$ cat src/rtl/plab4_net_router_pkg.sv
// Shared types and helpers for the router output-port allocator.
// Holds the allocator FSM encoding and the select-width helper.
package plab4_net_router_pkg;

    typedef enum logic {
        ST_IDLE   = 1'b0,
        ST_LOCKED = 1'b1
    } state_t;

    // Width of a binary index over n inputs; never narrower than one bit.
    function automatic int sel_width(input int n);
        return (n > 1) ? $clog2(n) : 1;
    endfunction

endpackage

$ cat src/rtl/plab4_net_router_prio_pick.sv
// Variable-priority picker: one-hot grant to the first requester at or
// after i_prio_ptr, wrapping modulo p_num_reqs.
module plab4_net_router_prio_pick
    import plab4_net_router_pkg::*;
#(
    parameter int p_num_reqs = 3,
    parameter int p_sel_w    = sel_width(p_num_reqs)
) (
    input  logic [p_num_reqs-1:0] i_reqs,
    input  logic [p_sel_w-1:0]    i_prio_ptr,
    output logic [p_num_reqs-1:0] o_grant
);

    logic [p_sel_w:0]   w_sum;
    logic [p_sel_w-1:0] w_idx;
    logic               w_found;

    always_comb begin
        o_grant = '0;
        w_found = 1'b0;
        w_sum   = '0;
        w_idx   = '0;
        for (int i = 0; i < p_num_reqs; i++) begin
            // Walk candidates in priority order starting from the pointer.
            w_sum = {1'b0, i_prio_ptr} + (p_sel_w + 1)'(i);
            if (w_sum >= (p_sel_w + 1)'(p_num_reqs)) begin
                w_sum = w_sum - (p_sel_w + 1)'(p_num_reqs);
            end
            w_idx = w_sum[p_sel_w-1:0];
            if (!w_found && i_reqs[w_idx]) begin
                o_grant[w_idx] = 1'b1;
                w_found        = 1'b1;
            end
        end
    end

endmodule

$ cat src/rtl/plab4_net_router_output_alloc.sv
// Output-port allocator: packet-locking round-robin arbitration gated by
// a downstream credit counter, with zero-cycle grant latency.
module plab4_net_router_output_alloc
    import plab4_net_router_pkg::*;
#(
    parameter int p_num_reqs    = 3,
    parameter int p_num_credits = 4,
    localparam int c_sel_w      = sel_width(p_num_reqs)
) (
    input  logic                  clk,
    input  logic                  reset,
    input  logic [p_num_reqs-1:0] reqs,
    input  logic [p_num_reqs-1:0] tails,
    output logic [p_num_reqs-1:0] grants,
    output logic                  out_val,
    output logic [c_sel_w-1:0]    xbar_sel,
    input  logic                  credit_return,
    output logic                  credit_err,
    output state_t                dbg_state
);

    localparam int                 c_cred_w   = $clog2(p_num_credits + 1);
    localparam logic [c_cred_w-1:0] c_cred_max = c_cred_w'(p_num_credits);
    localparam logic [c_sel_w-1:0]  c_last_idx = c_sel_w'(p_num_reqs - 1);

    // Handshake: a flit at input i moves when reqs[i] and grants[i] are
    // both high in the same cycle; grants never depend on a later cycle.

    state_t                r_state;
    state_t                w_state_nxt;
    logic [c_sel_w-1:0]    r_prio_ptr;
    logic [c_sel_w-1:0]    w_ptr_nxt;
    logic [c_sel_w-1:0]    r_lock_idx;
    logic [c_sel_w-1:0]    w_lock_nxt;
    logic [c_cred_w-1:0]   r_credits;
    logic                  r_credit_err;

    logic [p_num_reqs-1:0] w_pick;
    logic [p_num_reqs-1:0] w_lock_oh;
    logic [p_num_reqs-1:0] w_grants;
    logic [c_sel_w-1:0]    w_sel;
    logic [c_sel_w-1:0]    w_ptr_after;
    logic                  w_out_val;

    plab4_net_router_prio_pick #(
        .p_num_reqs (p_num_reqs),
        .p_sel_w    (c_sel_w)
    ) u_prio_pick (
        .i_reqs     (reqs),
        .i_prio_ptr (r_prio_ptr),
        .o_grant    (w_pick)
    );

    always_comb begin
        w_lock_oh             = '0;
        w_lock_oh[r_lock_idx] = 1'b1;
        w_grants              = '0;
        // Outputs stay quiet while reset is held, even with live requests.
        if (reset && (r_credits != '0)) begin
            if (r_state == ST_IDLE) begin
                w_grants = w_pick;
            end else if (reqs[r_lock_idx]) begin
                w_grants = w_lock_oh;
            end
        end
        w_out_val = |w_grants;
        w_sel     = '0;
        for (int i = 0; i < p_num_reqs; i++) begin
            if (w_grants[i]) begin
                w_sel = c_sel_w'(i);
            end
        end
        w_ptr_after = (w_sel == c_last_idx) ? '0 : w_sel + 1'b1;
    end

    always_comb begin
        w_state_nxt = r_state;
        w_ptr_nxt   = r_prio_ptr;
        w_lock_nxt  = r_lock_idx;
        if (w_out_val) begin
            case (r_state)
                ST_IDLE: begin
                    if (tails[w_sel]) begin
                        w_ptr_nxt = w_ptr_after;
                    end else begin
                        w_state_nxt = ST_LOCKED;
                        w_lock_nxt  = w_sel;
                    end
                end
                ST_LOCKED: begin
                    if (tails[w_sel]) begin
                        w_state_nxt = ST_IDLE;
                        w_ptr_nxt   = w_ptr_after;
                    end
                end
                default: w_state_nxt = ST_IDLE;
            endcase
        end
    end

    always_ff @(posedge clk or negedge reset) begin
        if (!reset) begin
            r_state    <= ST_IDLE;
            r_prio_ptr <= '0;
            r_lock_idx <= '0;
        end else begin
            r_state    <= w_state_nxt;
            r_prio_ptr <= w_ptr_nxt;
            r_lock_idx <= w_lock_nxt;
        end
    end

    // Send and return in the same cycle cancel; a lone return at full is an error.
    always_ff @(posedge clk or negedge reset) begin
        if (!reset) begin
            r_credits    <= c_cred_max;
            r_credit_err <= 1'b0;
        end else begin
            case ({w_out_val, credit_return})
                2'b10: r_credits <= r_credits - 1'b1;
                2'b01: begin
                    if (r_credits == c_cred_max) begin
                        r_credit_err <= 1'b1;
                    end else begin
                        r_credits <= r_credits + 1'b1;
                    end
                end
                default: r_credits <= r_credits;
            endcase
        end
    end

    assign grants     = w_grants;
    assign out_val    = w_out_val;
    assign xbar_sel   = w_sel;
    assign credit_err = r_credit_err;
    assign dbg_state  = r_state;

endmodule

$ cat config.mk
export PLATFORM = sky130hd
export DESIGN_NAME = plab4_net_router_output_alloc
export DESIGN_NICKNAME = d
export VERILOG_FILES = /design/src/rtl/plab4_net_router_pkg.sv /design/src/rtl/plab4_net_router_prio_pick.sv /design/src/rtl/plab4_net_router_output_alloc.sv
export SDC_FILE = /design/constraint.sdc
export NUM_CORES = 1
export LEC_CHECK = 0
export CORE_MARGIN = 10
export CORE_UTILIZATION = 40
export CTS_CLUSTER_DIAMETER = 50
export CTS_CLUSTER_SIZE = 40
export DETAILED_ROUTE_END_ITERATION = 16
export MAX_ROUTING_LAYER = met4
export PLACE_DENSITY = 0.59
export SYNTH_ARGS = -nofsm -noshare
export SYNTH_HDL_FRONTEND = slang
export SYNTH_SLANG_ARGS = --single-unit
$ cat constraint.sdc
create_clock -name clk -period 6.3 [get_ports clk]
set_input_delay 0.945 -clock clk [delete_from_list [all_inputs] [get_ports clk]]
set_output_delay 0.945 -clock clk [all_outputs]
set_load 0.01 [all_outputs]
# [Word level (Yosys, flattened, before mapping)]
# Index checks and enable logic that the tools add are counted.
[op_classes] reduce_logical=16 n_mux=36 add_sub_neg=8 bitwise_logic=4 order_cmp=12 eq_ne=5
[ops] op="2-to-1 mux 3 bit" count=7
[ops] op="< comparator 2 x 3 -> 1 bit (second input constant)" count=5
[ops] op="2-to-1 mux 1 bit" count=13
[ops] op="2-to-1 mux 2 bit" count=6
[ops] op="binary-select mux 1 bit (select 2 bit)" count=5
[ops] op="demux 1 bit (select 2 bit)" count=4
[ops] op=">= comparator 2 x 1 -> 1 bit (second input constant)" count=4
[ops] op="logical AND 1 bit" count=7
[ops] op=">= comparator 3 x 2 -> 1 bit (second input constant)" count=2
[ops] op="bitwise OR 3 bit" count=2
[ops] op="one-hot mux 3 bit (2 select lines)" count=1
[ops] op="AND reduction 2 bit" count=3
[ops] op="subtractor 2 bit (second input constant)" count=3
[ops] op="equality test 2 bit (second input constant)" count=2
[ops] op="adder 2 x 1 -> 3 bit (second input constant)" count=1
[ops] op="adder 2 x 2 -> 3 bit (second input constant)" count=1
[ops] op="adder 3 x 1 -> 3 bit (second input constant)" count=1
[ops] op="equality test 3 bit (second input constant)" count=1
[ops] op="AND reduction 3 bit" count=1
[ops] op="nonzero test 3 bit" count=1
[ops] op="OR reduction 3 bit" count=1
[ops] op="subtractor 3 x 1 -> 3 bit (second input constant)" count=1
[ops] op="adder 2 x 1 -> 2 bit (second input constant)" count=1
[ops] op="equality test 2 x 1 -> 1 bit (second input constant)" count=1
[ops] op="5 further kinds" count=7
[totals] reg_bits=9 input_bits=9 output_inout_bits=8 wordCells=86

# [Logic depth before layout (Yosys ltp)]
[depth] ltp_word=19 ltp_mapped=15

# [Modules after synthesis]
# From an unflattened synthesis, not the netlist that was laid out.
[hier_totals] hier_cells=108 area_unflattened_um2=993.5
[by_module_without_submodules] module="plab4_net_router_output_alloc" cells_per_inst=74 n_inst=1 area_per_inst_um2=733.2 seq_area_each_um2=226.5
[by_module_without_submodules] module="plab4_net_router_prio_pick" cells_per_inst=34 n_inst=1 area_per_inst_um2=260.2 seq_area_each_um2=0.0

# [Least setup slack after synthesis]
# No wires, ideal clock.
[synth_path] kind="input to output" start="input reqs[2]" end="output out_val" required_time_ns=5.355 setup_slack_ns=2.838 cell_stages=7 n_path_buf=1 arrival_ns=2.517 path_cell_list="buf_2 -> a22oi_1 -> o22ai_1 -> o21a_1 -> a221oi_2 -> nor3_2 -> clkinv_1"
[synth_between] elab_chain_len=12 elab_cells_between_ends=23 cone_classes="mux (16); bitwise (2); reduce/logical (5)"
[synth_rtl] element="start: declaration" line_no="plab4_net_router_output_alloc.sv:12" text="input logic [p_num_reqs-1:0] reqs,"
[synth_rtl] element="binary-select mux 1 bit (select 2 bit)" line_no="plab4_net_router_prio_pick.sv:30" text="if (!w_found && i_reqs[w_idx]) begin"
[synth_rtl] element="2-to-1 mux 1 bit (implied by the code)" line_no="plab4_net_router_prio_pick.sv:30"
[synth_rtl] element="2-to-1 mux 1 bit" line_no="plab4_net_router_prio_pick.sv:30"
[synth_rtl] element="zero test 1 bit" line_no="plab4_net_router_prio_pick.sv:30"
[synth_rtl] element="logical AND 1 bit" line_no="plab4_net_router_prio_pick.sv:30"
[synth_rtl] element="2-to-1 mux 1 bit" line_no="plab4_net_router_prio_pick.sv:30"
[synth_rtl] element="zero test 1 bit" line_no="plab4_net_router_prio_pick.sv:30"
[synth_rtl] element="logical AND 1 bit" line_no="plab4_net_router_prio_pick.sv:30"
[synth_rtl] element="2-to-1 mux 3 bit" line_no="plab4_net_router_prio_pick.sv:30"
[synth_rtl] element="2-to-1 mux 3 bit (*)" line_no="plab4_net_router_output_alloc.sv:60" text="if (r_state == ST_IDLE) begin"
[synth_rtl] element="2-to-1 mux 3 bit (*)" line_no="plab4_net_router_output_alloc.sv:59" text="if (reset && (r_credits != '0)) begin"
[synth_rtl] element="via grants[2]" line_no="plab4_net_router_output_alloc.sv:14" text="output logic [p_num_reqs-1:0] grants,"
[synth_rtl] element="OR reduction 3 bit (*)" line_no="plab4_net_router_output_alloc.sv:66" text="w_out_val = |w_grants;"
[synth_rtl] element="end: declaration" line_no="plab4_net_router_output_alloc.sv:15" text="output logic out_val,"
# The timed path passes the listed nets; every way through them passes the cells marked *. The select of a mux whose other input is x is not followed.

# [Final worst setup path]
[layout_path] start="input reset" end="output out_val"
[layout_between] elab_chain_len=3
[layout_rtl] element="start: declaration" line_no="plab4_net_router_output_alloc.sv:11" text="input logic reset,"
[layout_rtl] element="logical AND 1 bit" line_no="plab4_net_router_output_alloc.sv:59"
[layout_rtl] element="2-to-1 mux 3 bit" line_no="plab4_net_router_output_alloc.sv:59"
[layout_rtl] element="OR reduction 3 bit" line_no="plab4_net_router_output_alloc.sv:66"
# No other way between the ends.

==> results.json <==
{
  "crit_path_start_kind": "input pin",
  "clock_path_buffers": 2,
  "maxcap_viol_count": 0,
  "synth_top_area_share_pct": 20.9,
  "finalCriticalPeriod_ns": 4.74,
  "dieHeight_microns": 69.0,
  "post-synth-top-area-cell": "sky130_fd_sc_hd__dfrtp_1",
  "grt_first_pass_wirelength_microns": 3680,
  "drt.antenna.violating_nets": 0,
  "cp_top_family": "buffers and inverters",
  "yosys_register_bits": 9,
  "worst_r2r_path_depth": 13,
  "critical_path_cell_count": 8,
  "finalMaxSlewViolations": 0,
  "post_synth_edffs": 0,
  "critical_path.cell_chain": "clkdlybuf4s50_1 > o31ai_1 > a21o_1 > or4b_1 > o311ai_2 > nor3_2 > clkinv_1 > clkdlybuf4s50_1",
  "hold_path_cells": 1,
  "avgRoutedWirePerCell_microns": 14.9,
  "timing.critical_path.arrival_ns": 3.80,
  "final_net_count": 135,
  "antenna_found_initial": 0,
  "postSynth.topFlopCell": "sky130_fd_sc_hd__dfrtp_1",
  "ios": 17,
  "tightest_slew_ns": 0.678,
  "cts_hold_buf": 0,
  "clock_tree_from_tritoncts": "yes",
  "worstPathRequired_ns": 5.35,
  "critical-path-max-stage-delay_ns": 0.74,
  "drive_above_1_share_pct": 10.0,
  "synthesis.nets": 124,
  "netlist_cell_types": 48,
  "highest_fanout_seen_on_the_critical_path": 10,
  "clkTransAtPathRegs_ns": 0.06,
  "synthesis.instances": 110,
  "min_period_over_period_pct": 75.2,
  "cts-resized-gates": 0,
  "path_common_cell": "sky130_fd_sc_hd__clkdlybuf4s50_1",
  "finalSetupViolCount": 0,
  "timing.hold.worst.class": "register to register",
  "run_status": "finished clean",
  "ctsRootBufferMaster": "sky130_fd_sc_hd__clkbuf_4",
  "floorplan.die_area_sq_mm": 0.00475,
  "drtPass1Iterations": 4,
  "place.gp.congestion": 0.866,
  "via_count_of_the_first_global_routing_pass": 809,
  "fp.coreArea_sq_mm": 0.00225,
  "area_growth_syn_to_layout_pct": 17.1,
  "setup_total_negative_slack_ns": 0,
  "clk_skew_ns": 0.00471,
  "vdd.ir_drop.worst_v": 0.000296,
  "numCtsBuffers": 3,
  "cpMaxStageDelayCell": "sky130_fd_sc_hd__clkdlybuf4s50_1",
  "buffer_ports.inserted": 16,
  "power.density_mw_per_mm2": 529,
  "cts.repair_timing.setup_buffer_count": 0,
  "rsz0062_at_grt": "false",
  "total_power_w": 0.000594,
  "critical_path_buf_inv_count": 3,
  "floorplan.die.width_microns": 69.0,
  "place.detailed.instances": 144,
  "synthTopCellsByArea": "sky130_fd_sc_hd__dfrtp_1 21%, sky130_fd_sc_hd__mux2i_1 7.3%, sky130_fd_sc_hd__ha_1 5.2%",
  "grt-ovfl-total": 0,
  "cp-end-kind": "primary output",
  "routed_wl_microns": 2210,
  "num_vias": 837,
  "sequential_to_total_area_share_from_yosys_stat_pct": 23.6,
  "fp-row-count": 17,
  "grt_start_max_net_pins": 12,
  "slew_headroom_pct": 54.8,
  "dpl.hpwl_microns": 1680,
  "p_leak_nw": 0.451,
  "synth-async-reset-ratio_pct": 100,
  "cts_num_sinks": 9,
  "instances_no_fill": 148,
  "floorplan.initialDensity_pct": 42.5,
  "utilization_pct": 49.8,
  "vias_per_cell": 5.66,
  "yosys_warnings": 0,
  "detail_route.iter0.violations": 45,
  "synth.cell_area_sq_um": 958,
  "grt_usage_pct": 10.1,
  "report.final.hold_viol_count": 0,
  "drc_errors": 0,
  "timing.setup.critical_path_class": "input pin to primary output",
  "achievable-frequency_ghz": 0.211,
  "worstSkewPairLatency_ns": 0.26,
  "syn-mean-instance-area_sq_um": 8.71,
  "cts_htree_levels": 1,
  "antenna_cells": 0
}
## per-layer routing
metal / global-route usage (%) / part of all wire (%) / vias to the layer above
li1: - / - / 425
met1: 13.2 / 49 / 381
met2: 14.4 / 42 / 29
met3: 4.51 / 8.2 / 2
met4: 1.48 / 0.32 / 0
met5: - / 0 / -
## state kept, by name (all words and copies together), names as in the netlist
name	flops
r_lock_idx	2
r_credits	3
dbg_state	1
credit_err	1
r_prio_ptr	2
## synthesized netlist by cell type (2+ instances only)
cell	number
sky130_fd_sc_hd__a211o_1	2
sky130_fd_sc_hd__a211oi_1	2
sky130_fd_sc_hd__a21o_1	5
sky130_fd_sc_hd__a21oi_1	6
sky130_fd_sc_hd__a221oi_2	2
sky130_fd_sc_hd__a31oi_1	2
sky130_fd_sc_hd__buf_2	4
sky130_fd_sc_hd__buf_4	2
sky130_fd_sc_hd__clkbuf_1	3
sky130_fd_sc_hd__dfrtp_1	8
sky130_fd_sc_hd__ha_1	4
sky130_fd_sc_hd__inv_1	8
sky130_fd_sc_hd__mux2i_1	7
sky130_fd_sc_hd__nand2_1	5
sky130_fd_sc_hd__nand3b_1	2
sky130_fd_sc_hd__nor2_1	6
sky130_fd_sc_hd__nor2b_1	4
sky130_fd_sc_hd__nor3_1	2
sky130_fd_sc_hd__o21ai_0	5
sky130_fd_sc_hd__o21ai_1	2
sky130_fd_sc_hd__or2_2	2
## final cells by class
type                    instances  area [sq um]
well taps                      28          35.0
clock buffers                   4          26.3
multi-input cells              82           641
fillers                       223          1130
flip-flops and latches          9           226
repair buffers                 16           160
inverters                       9          33.8
## path summary, 6_finish.rpt
| path | from | endpoint | slack [ns] |
|---|---|---|---|
| worst max-delay path | reset | out_val | 1.56 |
| worst min-delay path | credit_err | credit_err | 0.47 |
| worst max register to register | r_prio_ptr[1] | r_credits[2] | 2.99 |
| worst min register to register | credit_err | credit_err | 0.47 |
| max in group asynchronous | reset | r_credits[2] | 4.97 |
| min in group asynchronous | reset | r_lock_idx[0] | 0.99 |
## report_power, final
group	internal, W	switching (W)	leakage, nW
logic	0.000194	0.000219	0.331
clock network	0.0000244	0.0000195	0.0150
registers	0.0000907	0.0000457	0.105
total	0.000310	0.000285	0.451
## kinds of logic (layout without fill, tap and decap cells)
logic type,after synthesis,after routing,share of synthesized area [%]
XOR/XNOR,1,1,0.914
adder cells (fa/ha/maj),5,5,7.31
flip-flops,9,9,23.6
buffers and inverters,19,29,9.53
multiplexers,8,8,8.49
AO/OA/AOI/OAI,37,37,30.8
AND/OR/NAND/NOR,31,31,19.3
## worst register-to-register path: stages, from the launching register on
cell	delay (ns)
sky130_fd_sc_hd__dfrtp_1	0.42
sky130_fd_sc_hd__inv_1	0.10
sky130_fd_sc_hd__ha_1	0.40
sky130_fd_sc_hd__mux2i_1	0.26
sky130_fd_sc_hd__o22ai_1	0.15
sky130_fd_sc_hd__o21a_1	0.26
sky130_fd_sc_hd__a221oi_2	0.62
sky130_fd_sc_hd__nor3_2	0.16
sky130_fd_sc_hd__nand2_1	0.13
sky130_fd_sc_hd__fa_1	0.22
sky130_fd_sc_hd__nor2_1	0.06
sky130_fd_sc_hd__or2_2	0.28
sky130_fd_sc_hd__a21oi_1	0.13
sky130_fd_sc_hd__nor2_1	0.06
## cell usage in the layout (no fill, tap or decap), types with 3 or more instances in the layout
cell and count:
sky130_fd_sc_hd__mux2i_1 7, sky130_fd_sc_hd__o21ai_0 5, sky130_fd_sc_hd__nor2_1 6, sky130_fd_sc_hd__nor2b_1 4
sky130_fd_sc_hd__ha_1 4, sky130_fd_sc_hd__clkdlybuf4s50_1 16, sky130_fd_sc_hd__dfrtp_1 8, sky130_fd_sc_hd__a21o_1 5
sky130_fd_sc_hd__a21oi_1 6, sky130_fd_sc_hd__clkbuf_4 3, sky130_fd_sc_hd__inv_1 8, sky130_fd_sc_hd__nand2_1 5
## stage by stage
step,setup slack [ns],area [sq um],hold slack [ns]
after detailed placement,1.51,1100,0.459
final,1.56,1120,0.472
after floorplan,2.84,958,0.488
after CTS,1.51,1120,0.478
after global routing,1.33,1120,0.505
after global placement,1.55,1100,0.457
(Power assumes the default switching activity.)
